===== config.mk =====
export PLATFORM = sky130hd
export DESIGN_NAME = pwm_capture
export DESIGN_NICKNAME = d
export VERILOG_FILES = /design/src/rtl/pwm_pkg.sv /design/src/rtl/pwm_edge_sync.sv /design/src/rtl/pwm_capture.sv
export SDC_FILE = /design/constraint.sdc
export NUM_CORES = 1
export LEC_CHECK = 0
export CAP_MARGIN = 0
export CORE_ASPECT_RATIO = 2
export CORE_MARGIN = 1.5
export CORE_UTILIZATION = 55
export DETAILED_ROUTE_END_ITERATION = 8
export PLACE_DENSITY_LB_ADDON = 0.08
export SYNTH_ARGS = -nofsm -noshare
export SYNTH_HDL_FRONTEND = slang
export SYNTH_HIERARCHICAL = 1
export SYNTH_SLANG_ARGS = --single-unit

===== constraint.sdc =====
create_clock -name clk -period 3.75 [get_ports clk]
set_input_delay 0.9375 -clock clk [delete_from_list [all_inputs] [get_ports clk]]
set_output_delay 0.9375 -clock clk [all_outputs]
set_load 0.05 [all_outputs]

===== src/rtl/pwm_pkg.sv =====
// Shared definitions for the PWM capture block and the PWM generator benches.
//   CNT_W_DEFAULT   : default measurement counter width
//   TIMEOUT_DEFAULT : default dead-input cycle limit
//   pwm_state_e     : capture FSM state encoding
package pwm_pkg;

    localparam int unsigned CNT_W_DEFAULT   = 18;
    localparam int unsigned TIMEOUT_DEFAULT = 262143;

    typedef enum logic [1:0] {
        IDLE = 2'd0,
        HIGH = 2'd1,
        LOW  = 2'd2
    } pwm_state_e;

endpackage


===== src/rtl/pwm_edge_sync.sv =====
// Two-flop synchronizer plus edge detector for an asynchronous input.
//   clk   : clock
//   reset : synchronous active-high reset
//   in    : asynchronous input
//   level : synchronized level
//   rise  : one-cycle pulse on a synchronized 0->1 transition
//   fall  : one-cycle pulse on a synchronized 1->0 transition
module pwm_edge_sync (
    input  logic clk,
    input  logic reset,
    input  logic in,
    output logic level,
    output logic rise,
    output logic fall
);

    logic [1:0] sync_q;
    logic       prev_q;

    // Synchronizer chain and one-cycle-delayed copy of the synchronized level
    always_ff @(posedge clk) begin
        if (reset) begin
            sync_q <= 2'b00;
            prev_q <= 1'b0;
        end else begin
            sync_q <= {sync_q[0], in};
            prev_q <= sync_q[1];
        end
    end

    assign level = sync_q[1];
    assign rise  = sync_q[1] & ~prev_q;
    assign fall  = ~sync_q[1] & prev_q;

endmodule


===== src/rtl/pwm_capture.sv =====
// Measures high time and period of an asynchronous PWM input.
//   clk          : clock
//   reset        : synchronous active-high reset
//   pwm_in       : asynchronous PWM waveform
//   high_count   : high time of the last complete period (cycles)
//   period_count : rise-to-rise length of the last complete period (cycles)
//   valid        : one-cycle pulse when high_count/period_count update
//   no_signal    : high while no valid PWM activity is present
module pwm_capture
    import pwm_pkg::*;
#(
    parameter int unsigned CNT_W   = CNT_W_DEFAULT,
    parameter int unsigned TIMEOUT = TIMEOUT_DEFAULT
) (
    input  logic             clk,
    input  logic             reset,
    input  logic             pwm_in,
    output logic [CNT_W-1:0] high_count,
    output logic [CNT_W-1:0] period_count,
    output logic             valid,
    output logic             no_signal
);

    // The period counter must be able to reach TIMEOUT without wrapping
    if (64'(TIMEOUT) > ((64'd1 << CNT_W) - 64'd1)) begin : g_bad_timeout
        $error("pwm_capture: TIMEOUT does not fit in CNT_W bits");
    end

    logic level;
    logic rise;
    logic fall;
    logic unused_level;

    pwm_edge_sync u_edge_sync (
        .clk   (clk),
        .reset (reset),
        .in    (pwm_in),
        .level (level),
        .rise  (rise),
        .fall  (fall)
    );

    assign unused_level = level;

    pwm_state_e       state_q,        state_d;
    logic [CNT_W-1:0] hcnt_q,         hcnt_d;
    logic [CNT_W-1:0] pcnt_q,         pcnt_d;
    logic [CNT_W-1:0] hcap_q,         hcap_d;
    logic [CNT_W-1:0] pcap_q,         pcap_d;
    logic             done_q,         done_d;
    logic [CNT_W-1:0] high_count_q,   high_count_d;
    logic [CNT_W-1:0] period_count_q, period_count_d;
    logic             valid_q,        valid_d;
    logic             no_signal_q,    no_signal_d;
    logic             timeout_c;

    // State and output registers
    always_ff @(posedge clk) begin
        if (reset) begin
            state_q        <= IDLE;
            hcnt_q         <= '0;
            pcnt_q         <= '0;
            hcap_q         <= '0;
            pcap_q         <= '0;
            done_q         <= 1'b0;
            high_count_q   <= '0;
            period_count_q <= '0;
            valid_q        <= 1'b0;
            no_signal_q    <= 1'b1;
        end else begin
            state_q        <= state_d;
            hcnt_q         <= hcnt_d;
            pcnt_q         <= pcnt_d;
            hcap_q         <= hcap_d;
            pcap_q         <= pcap_d;
            done_q         <= done_d;
            high_count_q   <= high_count_d;
            period_count_q <= period_count_d;
            valid_q        <= valid_d;
            no_signal_q    <= no_signal_d;
        end
    end

    assign timeout_c = (pcnt_q == CNT_W'(TIMEOUT));

    // Next-state logic; a completed period is captured, then published one cycle later
    always_comb begin
        state_d        = state_q;
        hcnt_d         = hcnt_q;
        pcnt_d         = pcnt_q;
        hcap_d         = hcap_q;
        pcap_d         = pcap_q;
        done_d         = 1'b0;
        high_count_d   = high_count_q;
        period_count_d = period_count_q;
        valid_d        = 1'b0;
        no_signal_d    = no_signal_q;

        if (done_q) begin
            high_count_d   = hcap_q;
            period_count_d = pcap_q;
            valid_d        = 1'b1;
            no_signal_d    = 1'b0;
        end

        unique case (state_q)
            IDLE: begin
                hcnt_d = '0;
                pcnt_d = '0;
                // First rise only starts a measurement; no result yet
                if (rise) begin
                    state_d = HIGH;
                    hcnt_d  = CNT_W'(1);
                    pcnt_d  = CNT_W'(1);
                end
            end
            HIGH: begin
                if (timeout_c) begin
                    state_d     = IDLE;
                    hcnt_d      = '0;
                    pcnt_d      = '0;
                    no_signal_d = 1'b1;
                end else begin
                    pcnt_d = pcnt_q + CNT_W'(1);
                    if (fall) begin
                        state_d = LOW;
                    end else begin
                        hcnt_d = hcnt_q + CNT_W'(1);
                    end
                end
            end
            LOW: begin
                if (timeout_c) begin
                    state_d     = IDLE;
                    hcnt_d      = '0;
                    pcnt_d      = '0;
                    no_signal_d = 1'b1;
                end else if (rise) begin
                    // Period complete: capture and restart with no lost cycle
                    hcap_d  = hcnt_q;
                    pcap_d  = pcnt_q;
                    done_d  = 1'b1;
                    hcnt_d  = CNT_W'(1);
                    pcnt_d  = CNT_W'(1);
                    state_d = HIGH;
                end else begin
                    pcnt_d = pcnt_q + CNT_W'(1);
                end
            end
            default: begin
                state_d     = IDLE;
                hcnt_d      = '0;
                pcnt_d      = '0;
                no_signal_d = 1'b1;
            end
        endcase
    end

    assign high_count   = high_count_q;
    assign period_count = period_count_q;
    assign valid        = valid_q;
    assign no_signal    = no_signal_q;

endmodule


==> results.cfg <==
[outcome]
status = completed

[timing]
fmax_mhz = 397
slew_viol_final = 0
slew_headroom = 0.211
final.min_clock_period_ps = 2520
fin_crit_sh = 0.672
fin_skew_ps = 8.10
fin_tns_setup_ps = 0
rsz0062_at_grt = no
setup_viol = 0
final-hold-violation-count = 0
worstMarginPinSlew_ps = 1180

[clock_network]
cts.sinks = 116
cts_buffers = 17
clockBufferDepth = 2
post_cts.repair.setup_buffers = 0
clock_latency_ps = 400
cts_max_level = 4
cts_tree = yes
clk_pin_slew_ps = 50
cts_resized = 0
cts_hold_buffers = 0
cts-root-buf = clkbuf_16

[pwr]
power.density_nw_per_um2 = 500
p_total_w = 0.00297
power.leakage_nw = 1.88
vdd.ir_drop.worst_mv = 0.405

[route]
antenna_left = 0
first_iter_violations = 182
drt-total-wl_um = 10900
firstDrtPassIters = 5
dr_total_vias = 3925
wire_per_inst_um = 15.8
vias_per_cell = 5.69
drc = 0

[global_route]
gr-total-overflow = 0
grt_max_degree = 39
grt_pass1_vias = 3684
antenna_found_initial = 0
grt_pass1_wl_um = 17400
grtUsageTotal = 0.236

[die]
core-area_um2 = 8650
rows = 48
fp.dieH_um = 136
io_pins = 41
die_area_um2 = 9500
fp.dieW_um = 69.7
start_util = 0.566

[setup_path]
critPathTopFamily = buffers and inverters
cpMaxStageDelayCell = clkdlybuf4s50_1
path_buf_inv = 1
worstPathArrival_ps = 1580
reg2regPathDepth = 5
crit_type = reg -> out
r2r_start = pcnt_q[0]$_SDFF_PP0_
cp_max_fo = 2
critPathMaxStageDelay_ps = 820
setup.worst_path.end = high_count[0]
critPathLaunchType = flip-flop
cp_data_required_time_ps = 2810
cp_num_cells = 1
r2r_slack_ps = 1260
r2r-end = hcnt_q[6]$_SDFFE_PP0P_
crit_path_start = high_count[0]$_SDFFE_PP0P_
crit_chain = clkdlybuf4s50_1
worstSetupEndpointType = output pin

[yosys]
yosys_warnings = 6
netlist_instances = 543
syn_avg_cell_area_um2 = 9.01
synth_flop_cell = dfxtp_1
yosysSeqAreaShare = 0.475
ys_ff_latch = 116
syn-cell-area_um2 = 4890
synth_edf_count = 0
syn-num-nets = 552
ys_types = 46
synthArstFlopShare = 0

[layout]
layout.cells.non_filler = 690
nFillCells = 747
final_nets = 586
final_common_cell = dfxtp_1
drive_gt1_frac = 0.0763
mostFrequentLayoutCells = 115 x dfxtp_1, 98 x nand2_1, 72 x mux2i_1, 56 x nor2_1, 39 x clkdlybuf4s50_1
synthToLayoutAreaGrowth_pct = 21.3
antenna_cells = 0

[min_path]
holdCritPathClass = reg -> reg
hold_path_depth = 1
min-delay-start = u_edge_sync/sync_q[0]$_SDFF_PP0_

[flow_run]
maxCapViolCount = 0

[placed_design]
port_buffers = 40
gp_congestion = 0.850
dp_hpwl_um = 7410
dp_cells = 658
==> how the worst min path moves through the flow <==
stage                                             endpoint  slack (ps)
after global placement    u_edge_sync/sync_q[1]$_SDFF_PP0_         420
final                     u_edge_sync/sync_q[1]$_SDFF_PP0_         450
after global routing      u_edge_sync/sync_q[1]$_SDFF_PP0_         450
after detailed placement  u_edge_sync/sync_q[1]$_SDFF_PP0_         440
after floorplan           u_edge_sync/sync_q[1]$_SDFF_PP0_         410
after CTS                 u_edge_sync/sync_q[1]$_SDFF_PP0_         450
==> power breakdown <==
part           internal [W]  total [W]  leakage, nW  switching, W
registers           0.00124    0.00124        0.935    0.00000489
clock network       0.00112    0.00165        0.300      0.000534
logic             0.0000178  0.0000682        0.642     0.0000504
total               0.00238    0.00297         1.88      0.000590
==> state kept, by name (all words and copies together) (netlist names) <==
| register | count |
|---|---|
| period_count | 18 |
| u_edge_sync/prev_q | 1 |
| pcnt_q | 18 |
| hcap_q | 18 |
| high_count | 18 |
| hcnt_q | 18 |
| u_edge_sync/sync_q | 2 |
| valid | 1 |
| state_q | 2 |
| done_q | 1 |
| no_signal | 1 |
| pcap_q | 18 |
==> kinds of logic after synthesis <==
family,after synthesis,synth area share
AOI/OAI and AO/OA,70,0.0890
xor gates and xnor gates,9,0.0161
adders and majority gates,6,0.0153
buffers and inverters,39,0.0345
DFF,116,0.475
muxes,72,0.147
and+or+nand+nor,231,0.223
==> cell usage after synthesis (all sizes together) (2+ instances only) <==
master | count | area (um^2)
and2 | 2 | 12.5
inv | 10 | 37.5
o21ai | 21 | 109
clkbuf | 20 | 75.1
a221oi | 2 | 23.8
ha | 6 | 75.1
or3 | 11 | 68.8
nand2 | 98 | 368
nor2 | 56 | 210
or4 | 12 | 93.8
a41oi | 2 | 17.5
o211ai | 6 | 50.1
a211o | 2 | 17.5
nand4 | 4 | 25.0
and4 | 5 | 43.8
a31oi | 8 | 50.1
o311ai | 4 | 35.0
a21oi | 23 | 115
or3b | 2 | 17.5
nand2b | 4 | 25.0
nor3 | 7 | 35.0
buf | 9 | 56.3
mux2i | 72 | 721
dfxtp | 116 | 2320
nor2b | 8 | 50.1
nand3 | 15 | 87.6
xor2 | 2 | 17.5
xnor2 | 7 | 61.3
==> area by class of cell <==
class | instances | area, um^2 | area share
multi-input combinational | 388 | 2410 | 0.407
clock inverter | 11 | 158 | 0.0266
sequential | 116 | 2320 | 0.392
clock buffer | 21 | 450 | 0.0759
timing repair buffer | 44 | 425 | 0.0717
tap | 100 | 125 | 0.0211
inverter | 10 | 37.5 | 0.00633
==> per-layer routing <==
metal	track usage	part of all wire
met5	0	0
met2	0.478	0.59
met4	0.127	0.026
met3	0.0445	0.028
met1	0.212	0.36
==> stage by stage <==
step                       util  setup WS [ps]  area, um^2  hold slack [ps]
after floorplan               -           1700        4890              414
after global placement    0.616           1220        5320              423
after detailed placement  0.616           1180        5320              436
after CTS                 0.686           1200        5930              452
after global routing      0.686           1150        5930              455
final                     0.686           1230        5930              446
Note: power is estimated with default switching activity, not from simulation.
